--- src/rtl/mont_mul.sv ---
// ---------------------------------------------------------------------------
// mont_mul -- bit-serial radix-2 Montgomery modular multiplier.
//
// Computes Res_out = A * B * 2^-32 mod Prime on 32-bit operands, one
// multiplier bit per clock. A single operation is issued through the
// in_sig / done handshake; the result is held until the next accepted start.
//
// Optional feature macro: MONT_MUL_OPERAND_REDUCE_EN
//   When defined, a PRE state conditionally subtracts Prime from each operand
//   so full 32-bit operands are accepted (Prime > 2^31 makes one subtraction
//   sufficient). When undefined, the caller guarantees A_i, B_i < Prime.
//
// Ports:
//   clk      in   1   system clock, rising edge
//   reset    in   1   asynchronous, active-low reset
//   in_sig   in   1   start strobe, honoured only in IDLE
//   A_i      in  32   multiplicand
//   B_i      in  32   multiplier
//   Prime    in  32   odd modulus, > 2^31
//   Res_out  out 32   Montgomery product, valid while done = 1, then held
//   busy     out  1   high from the cycle after acceptance through FINAL
//   done     out  1   one-cycle pulse marking Res_out valid
// ---------------------------------------------------------------------------
module mont_mul (
   input  logic        clk,
   input  logic        reset,
   input  logic        in_sig,
   input  logic [31:0] A_i,
   input  logic [31:0] B_i,
   input  logic [31:0] Prime,
   output logic [31:0] Res_out,
   output logic        busy,
   output logic        done
);

   typedef enum logic [2:0] {
      ST_IDLE,
`ifdef MONT_MUL_OPERAND_REDUCE_EN
      ST_PRE,
`endif
      ST_CALC,
      ST_FINAL,
      ST_OUT
   } state_t;

   state_t      state_q, state_d;
   logic [31:0] a_q, a_d;
   logic [31:0] b_q, b_d;
   logic [31:0] p_q, p_d;
   logic [32:0] s_q, s_d;
   logic [4:0]  cnt_q, cnt_d;
   logic [31:0] res_q, res_d;
   logic        busy_q, busy_d;
   logic        done_q, done_d;
   logic [33:0] t;

   always_ff @(posedge clk or negedge reset) begin
      if (!reset) begin
         state_q <= ST_IDLE;
         a_q     <= '0;
         b_q     <= '0;
         p_q     <= '0;
         s_q     <= '0;
         cnt_q   <= '0;
         res_q   <= '0;
         busy_q  <= 1'b0;
         done_q  <= 1'b0;
      end else begin
         state_q <= state_d;
         a_q     <= a_d;
         b_q     <= b_d;
         p_q     <= p_d;
         s_q     <= s_d;
         cnt_q   <= cnt_d;
         res_q   <= res_d;
         busy_q  <= busy_d;
         done_q  <= done_d;
      end
   end

   always_comb begin
      state_d = state_q;
      a_d     = a_q;
      b_d     = b_q;
      p_d     = p_q;
      s_d     = s_q;
      cnt_d   = cnt_q;
      res_d   = res_q;
      busy_d  = busy_q;
      done_d  = 1'b0;
      t       = '0;

      case (state_q)
         ST_IDLE: begin
            if (in_sig) begin
               a_d    = A_i;
               b_d    = B_i;
               p_d    = Prime;
               s_d    = '0;
               cnt_d  = '0;
               busy_d = 1'b1;
`ifdef MONT_MUL_OPERAND_REDUCE_EN
               state_d = ST_PRE;
`else
               state_d = ST_CALC;
`endif
            end
         end

`ifdef MONT_MUL_OPERAND_REDUCE_EN
         // Prime > 2^31 means any 32-bit operand is below 2*Prime, so one
         // conditional subtraction fully reduces it.
         ST_PRE: begin
            if (a_q >= p_q) a_d = a_q - p_q;
            if (b_q >= p_q) b_d = b_q - p_q;
            state_d = ST_CALC;
         end
`endif

         // One radix-2 step: add B when the current A bit is set, then add P
         // if needed to make the sum even so the halving is exact. 34 bits
         // hold S + B + P without overflow while S < 2P.
         ST_CALC: begin
            t = {1'b0, s_q} + (a_q[cnt_q] ? {2'b00, b_q} : 34'd0);
            if (t[0]) t = t + {2'b00, p_q};
            s_d   = t[33:1];
            cnt_d = cnt_q + 5'd1;
            if (cnt_q == 5'd31) state_d = ST_FINAL;
         end

         // Final reduction compares the full 33-bit S; when S >= P the low
         // 32 bits of the difference are the reduced result.
         ST_FINAL: begin
            if (s_q >= {1'b0, p_q}) res_d = s_q[31:0] - p_q;
            else                    res_d = s_q[31:0];
            busy_d  = 1'b0;
            done_d  = 1'b1;
            state_d = ST_OUT;
         end

         ST_OUT: begin
            state_d = ST_IDLE;
         end

         default: begin
            state_d = ST_IDLE;
            busy_d  = 1'b0;
         end
      endcase
   end

   assign Res_out = res_q;
   assign busy    = busy_q;
   assign done    = done_q;

endmodule
--- config.mk ---
export PLATFORM = sky130hd
export DESIGN_NAME = mont_mul
export DESIGN_NICKNAME = d
export VERILOG_FILES = /design/src/rtl/mont_mul.sv
export SDC_FILE = /design/constraint.sdc
export NUM_CORES = 1
export LEC_CHECK = 0
export BUFFER_PORTS_ARGS = -buffer_cell sky130_fd_sc_hd__buf_2
export CAP_MARGIN = 10
export CORE_UTILIZATION = 40
export CTS_CLUSTER_SIZE = 30
export DETAILED_ROUTE_END_ITERATION = 10
export GPL_ROUTABILITY_DRIVEN = 0
export SLEW_MARGIN = 20
export SYNTH_ARGS = -nofsm -noshare
export SYNTH_HDL_FRONTEND = slang
export SYNTH_SLANG_ARGS = --single-unit
--- constraint.sdc ---
create_clock -name clk -period 10.9 [get_ports clk]
set_input_delay 1.09 -clock clk [delete_from_list [all_inputs] [get_ports clk]]
set_output_delay 1.09 -clock clk [all_outputs]
set_load 0.1 [all_outputs]
==> out/results.tsv <==
metric	value	unit
cts_resized	0	
clkTransAtPathRegs	70	ps
io_pins	133	
hold_class	register to register	
async_reset_ff_share	100	%
wire_per_inst	17.4	um
multi_input_area	7540	um2
core	29800	um2
final_cell_mix	dfrtp_1, buf_2, a21oi_1	
startpoint_type	register	
synth_edf_count	0	
grt_pass1_vias	9397	
postCtsSetupBuffers	0	
worst_path_dominant_cell_family	compound AO/OA/AOI/OAI gates	
max-clock-path-buffers	2	
seq_area	4250	um2
synth-seq-area-share	34.9	%
synth_cells	1282	
mappedNetlistNets	1485	
synth_ff_type	dfrtp_1	
drtIter0Drc	674	
syn2layout_area_growth	13.5	%
final_util	46.5	%
cts_tree	yes	
postPlaceCellArea	13200	um2
finalHoldViolations	0	
cts_inserted_buffers	17	
rows	63	
worst-r2r-setup-slack	3910	ps
initial_core_util	40.9	%
maxSlewHeadroom	34.2	%
drive_above_1_share	21.1	%
setup_viol	0	
die_area	31200	um2
cts_root_buffer	clkbuf_16	
grt_pass1_wl	50.5	mm
crit_path_frequent_cell	a21oi_1	
yosys_register_bits	170	
critPathCaptureType	register	
post-route-min-period	6990	ps
die_h	177	um
grt_usage	20.8	%
fin_skew	14.6	ps
max_freq	0.143	GHz
synth.avg_cell_area	9.52	um2
firstDrtPassIters	5	
drc	0	
synthDistinctLibCells	73	
cts.sinks	170	
slew_viol_final	0	
antenna_found_initial	12	
final_common_cell	dfrtp_1	
cpMaxStageDelayCell	dfrtp_1	
nets	1599	
rsz0062_at_grt	false	
synth_area	12200	um2
die_x	177	um
yosys.area.top_type	dfrtp_1	
nFillCells	2889	
design_area	13800	um2
status	finished, final reports clean	
synth.area.top_cells	dfrtp_1, ha_1, mux2_2	
ctsHtreeMaxLevel	4	
grt_max_degree	103	
clk_latency	450	ps
slowest_delay	710	ps
yosysWarnings	0	
worst_pin_slew	987	ps
critPathMaxFanout	32	
ant_nets	0	
critical_path_required	11200	ps
routed_via_density	5.46	
path_buf_inv	1	
postCtsHoldBufs	0	
tns	0	ps
fin_crit_sh	64.2	%
hold_slack	480	ps
maxCapViolations	0	
critPathKind	register to register	
numPortBuffers	132	
via_count	9858	
post-dp-hpwl	24.0	mm
worstPathArrival	7290	ps
totalWireLength	31.3	mm
grt-ovfl-total	0	
synth_top_area_share	34.9	%
-- worst reg2reg max path: cells and delay by family, from the launching register on --
| family | cells | cell delay, ps |
|---|---|---|
| xor+xnor | 1 | 190 |
| mux | 3 | 1220 |
| simple gates | 5 | 630 |
| compound gates | 13 | 3060 |
| flops | 1 | 710 |
| buf+inv | 1 | 330 |
| fa+ha+maj | 2 | 700 |
-- final timing paths --
path	startpoint	end	cells after the start
max	cnt_q[0]	s_q[24]	25
max reg2reg	cnt_q[0]	s_q[24]	25
min	Res_out[5]	Res_out[5]	1
min in group asynchronous	reset	a_q[30]	1
max in group asynchronous	reset	s_q[22]	2
min reg2reg	Res_out[5]	Res_out[5]	1
-- kinds of logic after synthesis --
family / synth area share (%)
compound gates: 19.6
xor+xnor: 5.31
fa+ha+maj: 10.9
buf+inv: 3.44
flops: 34.9
mux: 12.8
simple gates: 13.2
-- metal layers --
| metal | vias up | track usage [%] | wire [um] |
|---|---|---|---|
| met3 | 32 | 4.68 | 1790 |
| met4 | 14 | 5.71 | 374 |
| li1 | 4923 | - | - |
| met2 | 248 | 31.9 | 13700 |
| met1 | 4641 | 29.2 | 15300 |
| met5 | - | 0 | 99 |
-- cell type report --
| type | count | area share [%] |
|---|---|---|
| Clock buffer | 17 | 3.07 |
| Multi-Input combinational cell | 1005 | 54.5 |
| Clock inverter | 15 | 1.17 |
| Tap cell | 390 | 3.52 |
| Antenna cell | 6 | 0.108 |
| Timing Repair Buffer | 140 | 5.25 |
| Inverter | 62 | 1.68 |
| Sequential cell | 170 | 30.7 |
-- stage by stage --
step / std cells / worst slack, ps
2_1_floorplan: 1282 / 4430
3_3_place_gp: 1767 / 4130
3_5_place_dp: 1767 / 3960
4_1_cts: 1799 / 3890
5_1_grt: 1800 / 3320
6_report: 1805 / 3910
-- sequential cells by signal (all words and copies together) (netlist names) --
name	count
a_q	32
Res_out	32
b_q	32
s_q	33
state_q	2
cnt_q	5
p_q	32
done	1
busy	1
-- synth_stat cells (4+ instances only) --
cell type	instances
ha_1	101
o21a_1	7
mux2_2	98
o21ai_1	4
nor2b_1	43
xnor2_1	35
nand3_1	17
a22oi_1	8
and3_1	12
clkbuf_1	26
a21oi_1	113
mux4_2	10
a21o_1	53
inv_1	61
a221oi_1	4
and4_1	7
xor2_1	39
dfrtp_1	170
buf_1	11
nand4_1	15
a211oi_1	9
buf_2	5
a21boi_0	4
nand2b_1	15
o21ai_0	74
a22o_1	7
a31oi_1	19
o211ai_1	13
a221o_1	7
and2_1	7
mux2i_1	23
nand2_1	65
nor2_1	105
o21bai_1	7
nor3_1	26
or3_1	4
Power is left out: the tool's default activity adds up to more than one toggle a clock period on the data nets, which glitch-free logic cannot reach.
